$ cat src/rtl/fetch_unit.sv
// Instruction fetch stage: owns the fetch PC, issues in-order imem requests, and
// queues returned {pc, instr} pairs for IF/ID. Optional FETCH_BYPASS_EN forwards
// a response straight to the outputs when the queue is empty.
module fetch_unit #(
  parameter logic [31:0] RESET_PC = 32'h0000_2000,
  parameter int          DEPTH    = 2
) (
  input  logic        clk,
  input  logic        reset,
  output logic        imem_req_valid,
  input  logic        imem_req_ready,
  output logic [31:0] imem_req_addr,
  input  logic        imem_resp_valid,
  input  logic [31:0] imem_resp_data,
  input  logic        redirect_valid,
  input  logic [31:0] redirect_pc,
  input  logic        stall,
  output logic        if_valid,
  output logic [31:0] if_pc,
  output logic [31:0] if_instr,
  output logic        fetch_stall
);

  localparam int          AW  = (DEPTH > 1) ? $clog2(DEPTH) : 1;
  localparam int          CW  = AW + 1;  // 0..DEPTH
  localparam int          DW  = AW + 2;  // 0..2*DEPTH
  localparam logic [31:0] NOP = 32'h0000_0013;

  logic [31:0]   fetch_pc;
  logic [31:0]   q_pc    [DEPTH];
  logic [31:0]   q_instr [DEPTH];
  logic [AW-1:0] q_head, q_tail;
  logic [CW-1:0] count;
  logic [31:0]   ifl_pc  [DEPTH];
  logic [AW-1:0] ifl_head, ifl_tail;
  logic [CW-1:0] live;   // outstanding requests whose responses will be kept
  logic [DW-1:0] drop;   // outstanding requests whose responses will be discarded

  logic          resp_live, byp, take, q_push, q_pop, acc;
  logic [DW-1:0] reserved, outst;

  always_comb begin
    resp_live = imem_resp_valid && (drop == '0);
`ifdef FETCH_BYPASS_EN
    byp       = (count == '0) && resp_live;
`else
    byp       = 1'b0;
`endif
    if_valid  = (count != '0) || byp;
    if_pc     = 32'h0;
    if_instr  = NOP;
    if (count != '0) begin
      if_pc    = q_pc[q_head];
      if_instr = q_instr[q_head];
    end
`ifdef FETCH_BYPASS_EN
    else if (byp) begin
      if_pc    = ifl_pc[ifl_head];
      if_instr = imem_resp_data;
    end
`endif
    fetch_stall = !if_valid;
    take        = if_valid && !stall;
    q_pop       = take && (count != '0);
    // A bypassed response consumed this cycle never occupies a queue slot.
    q_push      = resp_live && !redirect_valid && !(byp && !stall);

    // Credit counts queued plus kept-in-flight entries, crediting a slot that
    // frees this cycle so k=1 sustains one fetch per cycle. The outstanding cap
    // bounds the drop counter across back-to-back redirects.
    reserved       = DW'(count) + DW'(live);
    outst          = DW'(live) + drop;
    imem_req_valid = !reset && !redirect_valid &&
                     (reserved < DW'(DEPTH) + DW'(take)) &&
                     (outst < DW'(2 * DEPTH));
    imem_req_addr  = fetch_pc;
    acc            = imem_req_valid && imem_req_ready;
  end

  // Storage arrays carry no reset; pointers and counts qualify their contents.
  always_ff @(posedge clk) begin
    if (acc)    ifl_pc[ifl_tail] <= fetch_pc;
    if (q_push) begin
      q_pc[q_tail]    <= ifl_pc[ifl_head];
      q_instr[q_tail] <= imem_resp_data;
    end
  end

  always_ff @(posedge clk) begin
    if (reset) begin
      fetch_pc <= RESET_PC;
      q_head   <= '0;
      q_tail   <= '0;
      count    <= '0;
      ifl_head <= '0;
      ifl_tail <= '0;
      live     <= '0;
      drop     <= '0;
    end else if (redirect_valid) begin
      // Every response still owed by memory is now stale, including kept ones.
      fetch_pc <= redirect_pc;
      q_head   <= '0;
      q_tail   <= '0;
      count    <= '0;
      ifl_head <= '0;
      ifl_tail <= '0;
      live     <= '0;
      drop     <= drop + DW'(live) - DW'(imem_resp_valid);
    end else begin
      if (acc) begin
        fetch_pc <= fetch_pc + 32'd4;
        ifl_tail <= ifl_tail + AW'(1);
      end
      if (resp_live) ifl_head <= ifl_head + AW'(1);
      if (q_push)    q_tail   <= q_tail + AW'(1);
      if (q_pop)     q_head   <= q_head + AW'(1);
      if (imem_resp_valid && (drop != '0)) drop <= drop - DW'(1);
      count <= count + CW'(q_push) - CW'(q_pop);
      live  <= live + CW'(acc) - CW'(resp_live);
    end
  end

endmodule
$ cat config.mk
export PLATFORM = sky130hd
export DESIGN_NAME = fetch_unit
export DESIGN_NICKNAME = d
export VERILOG_FILES = /design/src/rtl/fetch_unit.sv
export SDC_FILE = /design/constraint.sdc
export NUM_CORES = 1
export LEC_CHECK = 0
export BUFFER_PORTS_ARGS = -buffer_cell sky130_fd_sc_hd__buf_4
export CAP_MARGIN = 20
export CORE_UTILIZATION = 40
export DETAILED_ROUTE_END_ITERATION = 12
export PLACE_DENSITY = 0.62
export SLEW_MARGIN = 15
export SYNTH_ARGS = -nofsm -noshare
export SYNTH_HDL_FRONTEND = slang
export SYNTH_SLANG_ARGS = --single-unit
export TNS_END_PERCENT = 1
$ cat constraint.sdc
create_clock -name clk -period 5.2 [get_ports clk]
set_input_delay 0.78 -clock clk [delete_from_list [all_inputs] [get_ports clk]]
set_output_delay 0.78 -clock clk [all_outputs]
set_load 0.02 [all_outputs]
==> results of run 1 <==
==> placed cells by master (no fill, tap or decap), drive strengths merged, types with 5 or more instances in the layout <==
master / instances
a211oi: 6
a21oi: 18
and2: 8
and3: 7
and4: 5
buf: 175
bufinv: 5
clkbuf: 32
clkinv: 6
dfxtp: 45
edfxtp: 192
ha: 11
inv: 15
mux2: 34
mux2i: 68
nand2: 35
nand3: 12
nand4: 9
nor2: 105
nor3: 10
o211ai: 8
o21ai: 10
xnor2: 13
xor2: 9
==> power breakdown <==
group          internal [µW]  switching (µW)
sequential              2180            63.1
combinational            233             315
clock                   1160             686
==> how the worst max path moves through the flow <==
stage                                          to  cells past startpoint
after global placement     ifl_pc[0][5]$_DFFE_PP_                      6
after detailed placement  ifl_pc[0][24]$_DFFE_PP_                      6
final                     ifl_pc[0][30]$_DFFE_PP_                      8
after global routing      ifl_pc[0][10]$_DFFE_PP_                      8
after CTS                 ifl_pc[0][19]$_DFFE_PP_                      8
after floorplan           q_instr[0][0]$_DFFE_PP_                      5
==> cell families after synthesis <==
kind of cell / synth area share
and+or+nand+nor: 0.09675
adders and majority gates: 0.01852
muxes: 0.1108
xor gates and xnor gates: 0.02008
buffers and inverters: 0.01852
AOI/OAI and AO/OA: 0.04055
DFF: 0.6947
==> worst max-delay path, cell delays in order (launching register included) <==
cell and delay, ns:
dfxtp_1 0.36, ha_1 0.16, inv_1 0.05, fa_1 0.41
xnor2_1 0.20, or4b_4 0.59, nor2_8 0.26, inv_1 0.31
nor2_4 0.81
==> stage by stage <==
step / hold slack [ns] / cells / cell area [µm²]
floorplan: 0.4725 / 680 / 9595
global placement: 0.4937 / 1143 / 11200
detailed placement: 0.4942 / 1144 / 11230
CTS: 0.4389 / 1189 / 12100
global route: 0.4411 / 1189 / 12100
finish: 0.4659 / 1189 / 12100
==> flip-flops by register name, indices dropped and copies added (netlist names), named ones only <==
| signal | count |
|---|---|
| drop | 3 |
| imem_req_addr | 32 |
| ifl_head | 1 |
| q_pc | 64 |
| ifl_tail | 1 |
| q_tail | 1 |
| ifl_pc | 64 |
| live | 2 |
| count | 2 |
| q_head | 1 |
| q_instr | 64 |
==> layout make-up <==
class | instances | share of cell area
Clock inverter | 13 | 0.01644
Tap cell | 319 | 0.03298
Inverter | 16 | 0.004962
Clock buffer | 32 | 0.05552
Multi-Input combinational cell | 397 | 0.2288
Sequential cell | 237 | 0.5511
Timing Repair Buffer | 175 | 0.1102
==> per-layer routing <==
metal / up-vias / global-route usage / part of all wire
li1: 2861 / - / -
met2: 182 / 0.2863 / 0.48
met1: 2798 / 0.2129 / 0.43
met5: - / 0 / 0
met4: 0 / 0.04062 / 0.015
met3: 19 / 0.03351 / 0.069
==> key figures, run 1 <==
Clock tree
  • Sink Count: 237
  • Setup bufs post-CTS: 0
  • Number of CTS-inserted buffers: 25
  • CTS tree: yes
  • Clock Tree Buf Depth: 3
  • Worst-Skew Late Latency: 0.50 ns
  • Clock Tree Root: clkbuf_16
  • Post-cts gate resize count: 0
  • Cts hold-fix bufs: 0
  • Clk slew on worst S/H paths: 0.06 ns
  • H-tree lvl count: 1

Setup path
  • Peak fanout along the critical path: 32
  • Crit path kind: reg2reg
  • CP endpoint kind: flop
  • Crit path launch: drop[0]$_SDFFE_PP0P_
  • Startpoint Class: flop
  • R2R depth: 8
  • R2R Setup Slk: between 1.5 and 2 ns
  • WP data arrival: 3.65 ns
  • FF-to-FF Start: drop[0]$_SDFFE_PP0P_
  • WP data required: about 5.3 ns
  • Reg2Reg Capture Point: ifl_pc[0][30]$_DFFE_PP_

Logic synthesis
  • Register area share after synthesis: 0.6947
  • Ys flop type: edfxtp_1
  • Share of Yosys cell area claimed by the top area cell type: 0.6009
  • Asr flop ratio synth: 0
  • Area contributors post-synth: edfxtp_1, dfxtp_1, mux2i_1
  • Netlist Area Pre-Place: 9595 µm²
  • Flops & latches, synth: 237
  • Yosys top cell by area: edfxtp_1
  • Post-synth EDFFs: around 190
  • Syn_nets: 763
  • Ys Warns: 0
  • Netlist cell types: 46
  • Post-Syn Instances: 680
  • Mean Syn Cell Area: 14.11 µm²
  • Commonest cells post-synth: edfxtp_1, nor2_1, mux2i_1, dfxtp_1, nand2_1
  • Most frequent cell after synthesis: edfxtp_1

STA
  • Tightest Pin Transition: 0.9500 ns
  • Pins over their slew limit: 0
  • Fin crit share: 0.6797
  • Min Tclk post-route: 3.534 ns
  • Fmax: 282.9 MHz
  • Slew HR: 0.3652
  • Post-layout worst setup margin: 1.666 ns
  • Skew final: around 0.0084 ns
  • Final hold vios: 0
  • Setup tns final: 0 ns
  • Setup violations, final: 0
  • RSZ-0062 raised after global routing: false

Place
  • DPL Wire Length: 13,300 µm
  • GPL Wtd Cong: 0.8027
  • Worst slack, placed: 1.365 ns
  • # port buffers: 168

Routing
  • DR WL/cell: 17.03 µm
  • DR vias/cell: 4.929
  • Vias: 5,860
  • DR pass1 iterations: 5
  • Drt drc: 0
  • Post-route ant nets: 0
  • Initial DRC Count: 305
  • Final WL: around 20,000 µm

Floorplanning
  • Placement Rows: between 50 and 60
  • Core ar.: 23,470 µm²
  • Die area: between 20,000 and 25,000 µm²
  • Starting Density: 0.4088
  • Die H: about 160 µm
  • # IOs: roughly 170
  • Die width: 156.9 µm

Finish
  • Register area: 6670 µm²
  • Area Growth Syn to Fin: 26.13%
  • Antenna Cells: 0
  • Finished Core Util: 0.5156
  • Fraction of layout cells with a size suffix above 1: 0.2977
  • Fillers: 2,037
  • Multi-input logic area: between 2000 and 3000 µm²
  • Final net count: slightly above 900

Power
  • Overall Power: 4638 µW
  • VDD IR max: 0.2561 mV
  • Pwr per Cell Area: 383.2 nW/µm²
  • Cell leakage power: between 0.004 and 0.005 µW

Global route
  • Initial antenna violation count: 0
  • Gr ovfl total: 0
  • Pin count of the biggest net entering global routing: 65
  • Total track usage: 0.1660
  • First-pass GRT wire length: roughly 31,000 µm
  • Vias in the first global route: 5,764

Run status
  • Run status: complete, no violations

Min path
  • Hold path start: imem_resp_data[14]
  • WHS Endpoint: q_instr[0][14]$_DFFE_PP_
  • Hold WC Path Type: in2reg
  • Hold Path Stages: 1

Flow run
  • Max-cap violations: 0
Power figures use the tool's default switching activity.
==> inputs of run 2 (changes only) <==
--- a/config.mk
+++ b/config.mk
@@ -5,11 +5,12 @@
 export SDC_FILE = /design/constraint.sdc
 export NUM_CORES = 1
 export LEC_CHECK = 0
+export ABC_AREA = 1
 export BUFFER_PORTS_ARGS = -buffer_cell sky130_fd_sc_hd__buf_4
 export CAP_MARGIN = 20
 export CORE_UTILIZATION = 40
 export DETAILED_ROUTE_END_ITERATION = 12
-export PLACE_DENSITY = 0.62
+export PLACE_DENSITY = 0.64
 export SLEW_MARGIN = 15
 export SYNTH_ARGS = -nofsm -noshare
 export SYNTH_HDL_FRONTEND = slang
==> constraint.sdc (replaced) <==
create_clock -name clk -period 3 [get_ports clk]
set_input_delay 0.45 -clock clk [delete_from_list [all_inputs] [get_ports clk]]
set_output_delay 0.45 -clock clk [all_outputs]
set_load 0.02 [all_outputs]
==> run 2 against run 1 <==
Clock skew increased by 0.0071 ns; utilization fell by 0.50 points; critical endpoint is now if_instr[16]; clock power increased by 56%; register-to-register slack worse by 1.1 ns; largest power group unchanged; cell area is 3.2% higher; sequential cell count unchanged; die area is 4.4% higher; worst hold slack got worse by 0.35 ns; via count grew 20%; final cell count rose by 21%; critical path depth fell by 2; highest routed layer unchanged; sequential power rose by 68%.
==> key figures, run 2 <==
Finish
  • Commonest cells after routing, fill and taps aside: nand2_1, edfxtp_1, buf_4, a21oi_1, nor2_1
  • Regs by FF count: ifl_pc x64, q_instr x64, q_pc x64
  • Fraction of layout cells with a size suffix above 1: 0.2355
  • Fillers: 2,214
  • Antenna Cells: 0
  • Area Growth Syn to Fin: 24.66%
  • Final std cells w/o fill: 1,441
  • Commonest non-fill, non-tap cell in the layout: nand2_1
  • Final net count: 1,183

STA
  • Fin crit share: 0.9084
  • Final hold slack: 0.1174 ns
  • Tightest Pin Transition: around 0.76 ns
  • RSZ-0062 raised after global routing: false
  • Fmax: 366.9 MHz
  • Skew final: 0.01548 ns
  • Setup tns final: 0 ns
  • Final hold vios: 0
  • Setup violations, final: 0
  • Slew HR: 0.4954
  • Min Tclk post-route: 2.725 ns
  • Pins over their slew limit: 0

Routing
  • Post-route ant nets: 0
  • Final WL: about 23,000 µm
  • Initial DRC Count: 406
  • DR pass1 iterations: 5
  • Drt drc: 0
  • DR WL/cell: 16.11 µm
  • Vias: 7,023
  • DR vias/cell: ~4.9

Logic synthesis
  • Share of Yosys cell area claimed by the top area cell type: 0.5754
  • Mean Syn Cell Area: 10.81 µm²
  • Syn_nets: 1,010
  • Commonest cells post-synth: nand2_1, edfxtp_1, a21oi_1, nor2_1, inv_1
  • Netlist Area Pre-Place: 10,020 µm²
  • Register area share after synthesis: 0.6653
  • Most frequent cell after synthesis: nand2_1
  • Area contributors post-synth: edfxtp_1, nand2_1, dfxtp_1
  • Post-Syn Instances: 927
  • Flops & latches, synth: 237
  • Ys flop type: edfxtp_1
  • Ys Warns: 0
  • Post-synth EDFFs: approximately 190
  • Yosys top cell by area: edfxtp_1
  • Asr flop ratio synth: 0
  • Netlist cell types: 35

Place
  • # port buffers: approximately 170
  • Placed Cells: around 1,400
  • DPL Wire Length: 15,360 µm
  • GPL Wtd Cong: a little under 0.9

Power
  • Logic pwr share: 0.092
  • Switch share: 0.2306
  • Sequential share of power: 0.514
  • VDD IR max: 0.3776 mV
  • Psw: 1693 µW
  • Cell leakage power: 0.004846 µW
  • Overall Power: 7343 µW
  • Internal Power: 5649 µW
  • Pwr per Cell Area: approximately 590 nW/µm²
  • Clock share of power: 0.394

Floorplanning
  • Die width: 160.3 µm
  • Core ar.: about 24,000 µm²
  • Die area: 25,690 µm²
  • Die H: 160.3 µm
  • Starting Density: 0.4096
  • # IOs: 169
  • Placement Rows: 57

Setup path
  • Crit path top cell by count: buf_4
  • Crit path kind: reg2out
  • Slowest stage delay, CP: between 0.4 and 0.5 ns
  • WP data required: around 2.6 ns
  • Startpoint Class: flop
  • WP data arrival: 2.28 ns
  • CP endpoint kind: output pin
  • Slowest-stage cell, CP: inv_2
  • CP Cell Sequence: inv_1, nand2_1, inv_2, buf_4, a21oi_1, buf_4
  • Peak fanout along the critical path: 25

Clock tree
  • H-tree lvl count: 1
  • Clock Tree Buf Depth: 3
  • Number of CTS-inserted buffers: 25
  • Cts hold-fix bufs: 0
  • Clk slew on worst S/H paths: 0.06 ns
  • Worst-Skew Late Latency: between 0.5 and 0.6 ns
  • Clock Tree Root: clkbuf_16
  • Sink Count: 237
  • Setup bufs post-CTS: 0
  • Post-cts gate resize count: 0
  • CTS tree: yes

Run status
  • Run status: complete, no violations

Global route
  • Pin count of the biggest net entering global routing: 65
  • First-pass GRT wire length: 36,120 µm
  • Vias in the first global route: 6,459
  • Initial antenna violation count: 0
  • Total track usage: 0.1801
  • Gr ovfl total: 0

Min path
  • Hold WC Path Type: in2reg

Flow run
  • Max-cap violations: 0
## run 2: routing by layer
layer / track usage / share of wire / vias up
met5: 0 / 0 / -
met4: 0.04372 / 0.016 / 0
met3: 0.03117 / 0.068 / 34
met2: 0.3028 / 0.49 / 230
met1: 0.2420 / 0.43 / 3288
li1: - / - / 3471
## run 2: area by class of cell
class / instances / area, µm² / area share
Clock inverter: 10 / 80.08 / 0.006411
Inverter: 58 / 221.5 / 0.01773
Timing Repair Buffer: 181 / 1434 / 0.1148
Clock buffer: 34 / 689.4 / 0.05519
Multi-Input combinational cell: 597 / 2993 / 0.2396
Tap cell: 324 / 405.4 / 0.03246
Sequential cell: 237 / 6668 / 0.5338
## run 2: critical path: cells and delay by family, from the launching register on
family / cells / cell delay [ns]
AOI/OAI and AO/OA: 1 / 0.10
and+or+nand+nor: 1 / 0.23
buffers and inverters: 4 / 1.05
DFF: 1 / 0.35
## run 2: through the flow
stage | util | setup slack [ns] | instance area [µm²]
detailed placement | 0.4792 | 0.5691 | 11720
global placement | 0.4792 | 0.5953 | 11720
finish | 0.5106 | 0.2747 | 12490
CTS | 0.5106 | 0.2484 | 12490
global route | 0.5106 | 0.1353 | 12490
floorplan | - | -0.2959 | 10020
## run 2: final timing paths
check,from,end,cells past startpoint,slack [ns]
worst max-delay path,count[1]$_SDFF_PP0_,if_instr[16],6,0.27
worst min-delay path,imem_resp_data[29],q_instr[1][29]$_DFFE_PP_,1,0.12
worst max register to register,live[0]$_SDFF_PP0_,imem_req_addr[23]$_SDFFE_PP0P_,14,0.58
worst min register to register,q_tail$_SDFFE_PP0P_,q_tail$_SDFFE_PP0P_,2,0.46
## run 2: cell families (layout without fill, tap and decap cells)
logic type               after synthesis  in the layout  synth area share
AND/OR/NAND/NOR                      425            425            0.1710
flip-flops                           237            237            0.6653
AO/OA/AOI/OAI                        109            109           0.05657
buffers and inverters                 93            283           0.03771
multiplexers                          32             32           0.03596
XOR/XNOR                              18             18           0.01574
adder cells (fa/ha/maj)               13             13           0.01773
## run 2: power by group through the flow
stage	registers (µW)	clock network, µW	logic (µW)
final	3770	2890	677
after global routing	3790	3100	748
after CTS	3770	2960	687
after detailed placement	3840	0	685
after global placement	3840	0	675
after floorplan	3840	0	368
==> inputs of run 3 (changes only) <==
--- a/config.mk
+++ b/config.mk
@@ -5,12 +5,12 @@
 export SDC_FILE = /design/constraint.sdc
 export NUM_CORES = 1
 export LEC_CHECK = 0
-export ABC_AREA = 1
+export ABC_AREA = 0
 export BUFFER_PORTS_ARGS = -buffer_cell sky130_fd_sc_hd__buf_4
 export CAP_MARGIN = 20
 export CORE_UTILIZATION = 40
 export DETAILED_ROUTE_END_ITERATION = 12
-export PLACE_DENSITY = 0.64
+export PLACE_DENSITY = 0.65
 export SLEW_MARGIN = 15
 export SYNTH_ARGS = -nofsm -noshare
 export SYNTH_HDL_FRONTEND = slang
==> run 3 against run 2 <==
Setup slack lost 0.15 ns; fmax is 5.3% lower; die area is 4.2% lower; sequential share of layout area grew 1.4 points; global-route usage shrank 1.7 points; largest cell class unchanged; critical path depth shrank 1.
==> key figures, run 3 (synthesis gave the netlist of run 1 again) <==
Setup path
  • CP Cell Sequence: or2_2, inv_2, buf_4, nor2_1, buf_4
  • CP endpoint kind: output pin
  • Startpoint Class: flop
  • Crit path launch: count[1]$_SDFF_PP0_
  • WP data required: between 2 and 3 ns
  • Largest delay share family, worst path: buffers and inverters
  • Slowest stage delay, CP: 0.56 ns
  • Crit path top cell by count: buf_4
  • WP data arrival: 2.43 ns
  • Buf/Inv on CP: 3
  • Peak fanout along the critical path: between 50 and 60
  • Crit path kind: reg2out
  • Slowest-stage cell, CP: buf_4
  • FF-to-FF Start: drop[0]$_SDFFE_PP0P_

Place
  • GPL Wtd Cong: 0.8335
  • # port buffers: 168
  • Placed cell area: 11,380 µm²
  • Placed Cells: around 1,200
  • Worst slack, placed: 0.1444 ns
  • DPL Wire Length: 13,590 µm

Routing
  • Final WL: 20,310 µm
  • DR WL/cell: 16.91 µm
  • DR pass1 iterations: 4
  • Total length of routed met3 wires: 1159 µm
  • Post-route ant nets: 0
  • Drt drc: 0
  • WL met2: between 9000 and 10,000 µm
  • Top Metal Used: met4
  • WL met1: ~8900 µm
  • DR vias/cell: 4.933
  • Vias: 5,925
  • Initial DRC Count: 287

STA
  • Final hold slack: 0.1149 ns
  • Final hold vios: 0
  • Post-layout worst setup margin: between 0.1 and 0.15 ns
  • Fmax: 347.5 MHz
  • Fin crit share: 0.9591
  • Slew HR: 0.5797
  • RSZ-0062 raised after global routing: false
  • Tightest Pin Transition: around 0.63 ns
  • Pins over their slew limit: 0
  • Min Tclk post-route: 2.877 ns
  • Skew final: approximately 0.016 ns
  • Setup violations, final: 0

Clock tree
  • Worst-Skew Late Latency: 0.52 ns
  • Setup bufs post-CTS: 0
  • H-tree lvl count: 1
  • Clock Tree Root: clkbuf_16
  • Clk slew on worst S/H paths: 0.06 ns
  • Sink Count: 237
  • CTS tree: yes
  • Cts hold-fix bufs: 0
  • Clock Tree Buf Depth: 3
  • Number of CTS-inserted buffers: 25
  • Post-cts gate resize count: 0

Finish
  • Antenna Cells: 0
  • Commonest cells after routing, fill and taps aside: edfxtp_1, buf_4, nor2_1, mux2i_1, dfxtp_1
  • Regs by FF count: ifl_pc x64, q_instr x64, q_pc x64
  • Fillers: about 2,000
  • Final std cells w/o fill: 1,201
  • Area Growth Syn to Fin: 26.81%
  • Commonest non-fill, non-tap cell in the layout: edfxtp_1
  • Fraction of layout cells with a size suffix above 1: 0.3073
  • Final net count: roughly 950
  • Post-route cell area: around 12,000 µm²

Power
  • VDD IR max: 0.4200 mV
  • Cell leakage power: 0.004380 µW
  • Pwr per Cell Area: 636.1 nW/µm²

Floorplanning
  • # IOs: 169
  • Core ar.: 23,470 µm²
  • Die H: 156.9 µm
  • Placement Rows: 56
  • Die area: 24,610 µm²
  • Die width: between 150 and 200 µm
  • Starting Density: 0.4088

Global route
  • First-pass GRT wire length: 30,790 µm
  • Vias in the first global route: 5,570
  • Pin count of the biggest net entering global routing: 65
  • Total track usage: 0.1636
  • Gr ovfl total: 0
  • Initial antenna violation count: 0

Min path
  • Hold WC Path Type: in2reg
  • Hold path start: imem_resp_data[18]

Run status
  • Run status: complete, no violations

Flow run
  • Max-cap violations: 0
## run 3: cell count changes in the layout (fill, tap and decap cells not counted), sizes merged, moves of 22 or more
cell,previous run,this run
inv,58,16
mux2i,0,68
a21oi,84,18
nand2,295,35
nand3,35,12
nor2,83,105
## run 3: final cells by class
type / count / area [µm²] / area share
Clock inverter: 9 / 72.57 / 0.005964
Tap cell: 319 / 399.1 / 0.03280
Inverter: 16 / 60.06 / 0.004936
Timing Repair Buffer: 187 / 1483 / 0.1219
Clock buffer: 36 / 698.2 / 0.05738
Sequential cell: 237 / 6670 / 0.5482
Multi-Input combinational cell: 397 / 2785 / 0.2289
## run 3: worst paths after layout
path | endpoint | slack (ns) | cells past startpoint
setup / recovery | if_instr[23] | 0.12 | 5
hold / removal | q_instr[0][18]$_DFFE_PP_ | 0.11 | 1
setup reg to reg | live[1]$_SDFF_PP0_ | 0.15 | 13
hold reg to reg | ifl_head$_SDFFE_PP0P_ | 0.50 | 2
## run 3: layer usage
| metal | up-vias | GRT usage |
|---|---|---|
| met4 | 0 | 0.05322 |
| li1 | 2875 | - |
| met3 | 28 | 0.02299 |
| met5 | - | 0 |
| met1 | 2842 | 0.2157 |
| met2 | 180 | 0.2772 |
## run 3: power breakdown
group | internal [µW] | switching, µW
clock network | 1700 | 1170
registers | 3780 | 106
logic | 419 | 560
total | 5900 | 1840
## run 3: metrics by stage
step	setup TNS, ns	util	power [µW]
floorplan	-26.74	-	4519
global placement	0	0.4847	4913
detailed placement	0	0.4847	4935
CTS	0	0.5175	7819
global route	0	0.5184	8064
finish	0	0.5184	7740
